===== src/rtl/fetch_unit.sv =====
`default_nettype none
// ============================================================================
// Module   : fetch_unit
// Purpose  : Instruction fetch stage. Captures the PC, runs a req/ready
//            handshake with instruction memory, latches IR together with
//            its sign-extended immediate, supports flush and substitutes a
//            NOP word when memory fails to answer within TIMEOUT cycles.
// Revision : 1.0  initial release
// ============================================================================
module fetch_unit #(
    parameter int          IMM_WIDTH = 8,
    parameter int          TIMEOUT   = 15,
    parameter logic [15:0] NOP_WORD  = 16'h0000
) (
    input  logic        clk,
    input  logic        reset,
    input  logic [15:0] PC,
    input  logic        fetch_start,
    input  logic        flush,
    input  logic [15:0] mem_rdata,
    input  logic        mem_ready,
    output logic [15:0] mem_addr,
    output logic        mem_req,
    output logic [15:0] IR,
    output logic [15:0] ImR,
    output logic [15:0] instr_pc,
    output logic        fetch_done,
    output logic        fetch_err,
    output logic        busy
);

    typedef enum logic [1:0] {
        S_IDLE = 2'd0,
        S_WAIT = 2'd1,
        S_DONE = 2'd2
    } state_t;

    // Last counter value before the fetch is abandoned.
    localparam logic [7:0] CNT_LAST = 8'(TIMEOUT - 1);

    state_t      state_q, state_d;
    logic [15:0] addr_q, addr_d;
    logic [15:0] ir_q, ir_d;
    logic [15:0] imr_q, imr_d;
    logic [15:0] ipc_q, ipc_d;
    logic [7:0]  cnt_q, cnt_d;
    logic        err_q, err_d;

    // Sign-extend the immediate field to the full 16-bit word.
    function automatic logic [15:0] sext_imm(input logic [IMM_WIDTH-1:0] f);
        return {{(16-IMM_WIDTH){f[IMM_WIDTH-1]}}, f};
    endfunction

    // State and datapath registers; reset wins over everything.
    always_ff @(posedge clk) begin
        if (reset) begin
            state_q <= S_IDLE;
            addr_q  <= 16'h0000;
            ir_q    <= 16'h0000;
            imr_q   <= 16'h0000;
            ipc_q   <= 16'h0000;
            cnt_q   <= 8'd0;
            err_q   <= 1'b0;
        end else begin
            state_q <= state_d;
            addr_q  <= addr_d;
            ir_q    <= ir_d;
            imr_q   <= imr_d;
            ipc_q   <= ipc_d;
            cnt_q   <= cnt_d;
            err_q   <= err_d;
        end
    end

    // Next-state logic: flush beats ready, ready beats timeout.
    always_comb begin
        state_d = state_q;
        addr_d  = addr_q;
        ir_d    = ir_q;
        imr_d   = imr_q;
        ipc_d   = ipc_q;
        cnt_d   = cnt_q;
        err_d   = err_q;
        case (state_q)
            S_IDLE: begin
                if (fetch_start) begin
                    state_d = S_WAIT;
                    addr_d  = PC;
                    cnt_d   = 8'd0;
                    err_d   = 1'b0;
                end
            end
            S_WAIT: begin
                if (flush) begin
                    state_d = S_IDLE;
                end else if (mem_ready) begin
                    ir_d    = mem_rdata;
                    imr_d   = sext_imm(mem_rdata[IMM_WIDTH-1:0]);
                    ipc_d   = addr_q;
                    state_d = S_DONE;
                end else if (cnt_q == CNT_LAST) begin
                    ir_d    = NOP_WORD;
                    imr_d   = sext_imm(NOP_WORD[IMM_WIDTH-1:0]);
                    ipc_d   = addr_q;
                    err_d   = 1'b1;
                    state_d = S_DONE;
                end else begin
                    cnt_d = cnt_q + 8'd1;
                end
            end
            S_DONE: begin
                // A completed fetch stands; flush only cancels a new start.
                if (fetch_start && !flush) begin
                    state_d = S_WAIT;
                    addr_d  = PC;
                    cnt_d   = 8'd0;
                    err_d   = 1'b0;
                end else begin
                    state_d = S_IDLE;
                end
            end
            default: state_d = S_IDLE;
        endcase
    end

    assign mem_addr   = addr_q;
    assign mem_req    = (state_q == S_WAIT);
    assign IR         = ir_q;
    assign ImR        = imr_q;
    assign instr_pc   = ipc_q;
    assign fetch_done = (state_q == S_DONE);
    assign fetch_err  = (state_q == S_DONE) && err_q;
    assign busy       = (state_q != S_IDLE);

endmodule
`default_nettype wire


===== config.mk =====
export PLATFORM = sky130hd
export DESIGN_NAME = fetch_unit
export DESIGN_NICKNAME = d
export VERILOG_FILES = /design/src/rtl/fetch_unit.sv
export SDC_FILE = /design/constraint.sdc
export NUM_CORES = 1
export LEC_CHECK = 0
export CAP_MARGIN = 15
export CORE_ASPECT_RATIO = 0.5
export CORE_MARGIN = 5
export CORE_UTILIZATION = 44
export CTS_BUF_LIST = sky130_fd_sc_hd__clkbuf_8
export CTS_CLUSTER_SIZE = 20
export DETAILED_ROUTE_END_ITERATION = 7
export GPL_TIMING_DRIVEN = 1
export MAX_ROUTING_LAYER = met4
export PLACE_DENSITY = 0.88
export SYNTH_ARGS = -nofsm -noshare
export SYNTH_HDL_FRONTEND = slang
export SYNTH_SLANG_ARGS = --single-unit

===== constraint.sdc =====
create_clock -name clk -period 2.1 [get_ports clk]
set_input_delay 0.42 -clock clk [delete_from_list [all_inputs] [get_ports clk]]
set_output_delay 0.42 -clock clk [all_outputs]
set_load 0.01 [all_outputs]

==> flow_summary.ini <==
[run_status]
run_status = finished clean

[global_routing]
grt_start_max_net_pins = 36
grt_pass1_vias = 2459
antenna_found_initial = 0
grt_use_total = 0.215
grt_pass1_wl_mm = 12.3
grt_overflow = 0

[timing]
layout_min_cycle_time_ns = 1.98
hold_viol_final = 0
fin_setup_tns_ns = 0
max_freq_mhz = 504
hold_ws_ns = 0.469
slew_headroom = 0.568
rsz0062_at_grt = no
post-route-period-util = 0.945
setup_viol = 0
tightestPinTransition_ns = 0.648
slew_viol_final = 0
clock_skew_ns = 0.00735

[synth]
synth_common_cells = 59 x dfxtp_1, 35 x nand2_1, 24 x a21oi_1, 18 x nand2b_1, 18 x nand4b_1
syn_inst = 269
synth.avg_cell_area_um2 = 9.28
synth_area_um2 = 2500
synth.ff_latch_count = 59
synth_flop_cell = dfxtp_1
syn_nets = 308
synth_top_area_frac = 0.473
synth_edf_count = 0
synth.area.top_cells = dfxtp_1 47%, nand4b_1 6.3%, a22o_1 5.6%
ys_warn_count = 0
async_flop_share = 0
synth.distinct_cells = 39
yosysMostFrequentCell = dfxtp_1
ys_seq_area_frac = 0.473
yosysTopAreaCell = dfxtp_1

[cells_and_area]
area_growth_pct = 49.2
nFillCells = 401
multi_input_area_um2 = 1100
stdcell_count = 439
stdcell_area_um2 = 3730
n_antenna_cell = 0
drive_gt1_frac = 0.101
seqCellArea_um2 = 1180
nets = 401

[pwr]
combPwrFrac = 0.119
p_per_area_nw_per_um2 = 700
ir_worst_vdd_mv = 0.351
p_switching_uw = 600
pwr-share-clk = 0.430
p_sw_frac = 0.230
p_leak_uw = 0.00135
p_int_uw = 2010
p_seq_frac = 0.451

[die]
io_pins = 105
start_util = 0.455
die_x_um = 117
num_rows = 19
core_area_um2 = 5490
die_area_um2 = 7370
die_h_um = 63.3

[clock_tree]
htreeDepth = 3
cts_buffer_depth = 2
cts_tree = yes
root_buffer = clkbuf_8
clk-insertion-delay-late_ns = 0.33
clk_pin_slew_ns = 0.07
postCtsSetupRepairBufs = 0
cts_sinks = 59
cts-resized-gates = 0
postCtsHoldBufs = 0
cts_buffers = 9

[drt]
drt_iter0_drc = 173
final_antenna_net_count = 0
post_drt_wl_per_cell_um = 17.4
finalWirelength_mm = 7.63
via_count = 2406
detail_route.first_pass.iterations = 4
via_per_inst = 5.48
drc = 0

[worst_setup_path]
critPathKind = register to output pin
reg2reg_to = instr_pc[6]
startpoint_type = register
cp_max_fo = 6
worstPathArrival_ns = 1.56
cp.required_ns = 1.68
reg2reg_slack_ns = 0.26
reg2reg_depth = 6
r2r_start = cnt_q[0]
crit_path_end_kind = output pin

[placement]
dp_cells = 424
placed_area_um2 = 3510
place_congestion = 0.880
dpl.hpwl_mm = 5.25
port_buffers = 104

[hold_path]
hp-class = register to register
whs_path_depth = 2
hp-start = instr_pc[1]
whs_endpoint = instr_pc[1]

[flow_run]
maxCapViolCount = 0
layer usage:
metal / GRT usage / share of wire
met1: 0.221 / 0.38
met2: 0.390 / 0.54
met3: 0.0526 / 0.054
met4: 0.0959 / 0.026
met5: - / 0
cells in the final DEF (no fill, tap or decap), drive strengths merged, types with 2 or more instances in the layout:
cell / count
nand2b: 18
nand4b: 18
a31oi: 2
a22o: 16
nor2: 5
bufinv: 2
inv: 2
nand3: 10
and2: 2
nand3b: 3
clkdlybuf4s50: 103
nor4b: 2
nand2: 35
ha: 2
clkbuf: 10
or3: 2
dfxtp: 59
clkinv: 2
a21oi: 25
nor3: 3
buf: 13
o21ai: 18
worst max-delay path, stage by stage, from the launching register on:
cell and delay [ns]:
dfxtp_1 0.43, nand2b_1 0.11, inv_1 0.13, clkdlybuf4s50_1 0.56
final cells by class:
class,count,area share
Clock inverter,5,0.0208
Clock buffer,10,0.0369
Timing Repair Buffer,116,0.302
Multi-Input combinational cell,174,0.296
Tap cell,73,0.0245
Sequential cell,59,0.317
Inverter,2,0.00201
how the worst max path moves through the flow:
stage	cells past startpoint	slack, ns	to	startpoint
final	3	0.12	mem_req	state_q[0]
after global routing	3	0.04	fetch_err	state_q[1]
after CTS	3	0.05	fetch_err	state_q[1]
after detailed placement	5	0.02	cnt_q[6]	mem_ready
after global placement	5	0.09	cnt_q[6]	mem_ready
after floorplan	5	0.55	IR[10]	cnt_q[5]
metrics by stage:
stage	utilization	power [µW]	worst slack (ns)
global route	0.679	2710	0.0364
floorplan	-	1330	0.547
detailed placement	0.639	1500	0.0182
global placement	0.639	1490	0.0852
CTS	0.679	2620	0.0532
finish	0.679	2610	0.116
registers in the layout, indices dropped and copies added (netlist names):
name	count
IR	16
instr_pc	16
mem_addr	16
cnt_q	8
state_q	2
err_q	1
power groups by stage:
stage	clock (µW)	sequential, µW	combinational (µW)
after floorplan	0	1210	122
after global placement	0	1200	296
after detailed placement	0	1200	303
after CTS	1140	1180	309
after global routing	1200	1180	330
final	1120	1180	310
cell families after synthesis:
| group | count (synthesis) | synth area share |
|---|---|---|
| compound gates | 65 | 0.169 |
| simple gates | 107 | 0.264 |
| flops | 59 | 0.473 |
| fa+ha+maj | 2 | 0.0100 |
| buf+inv | 36 | 0.0847 |
(Power assumes the default switching activity.)
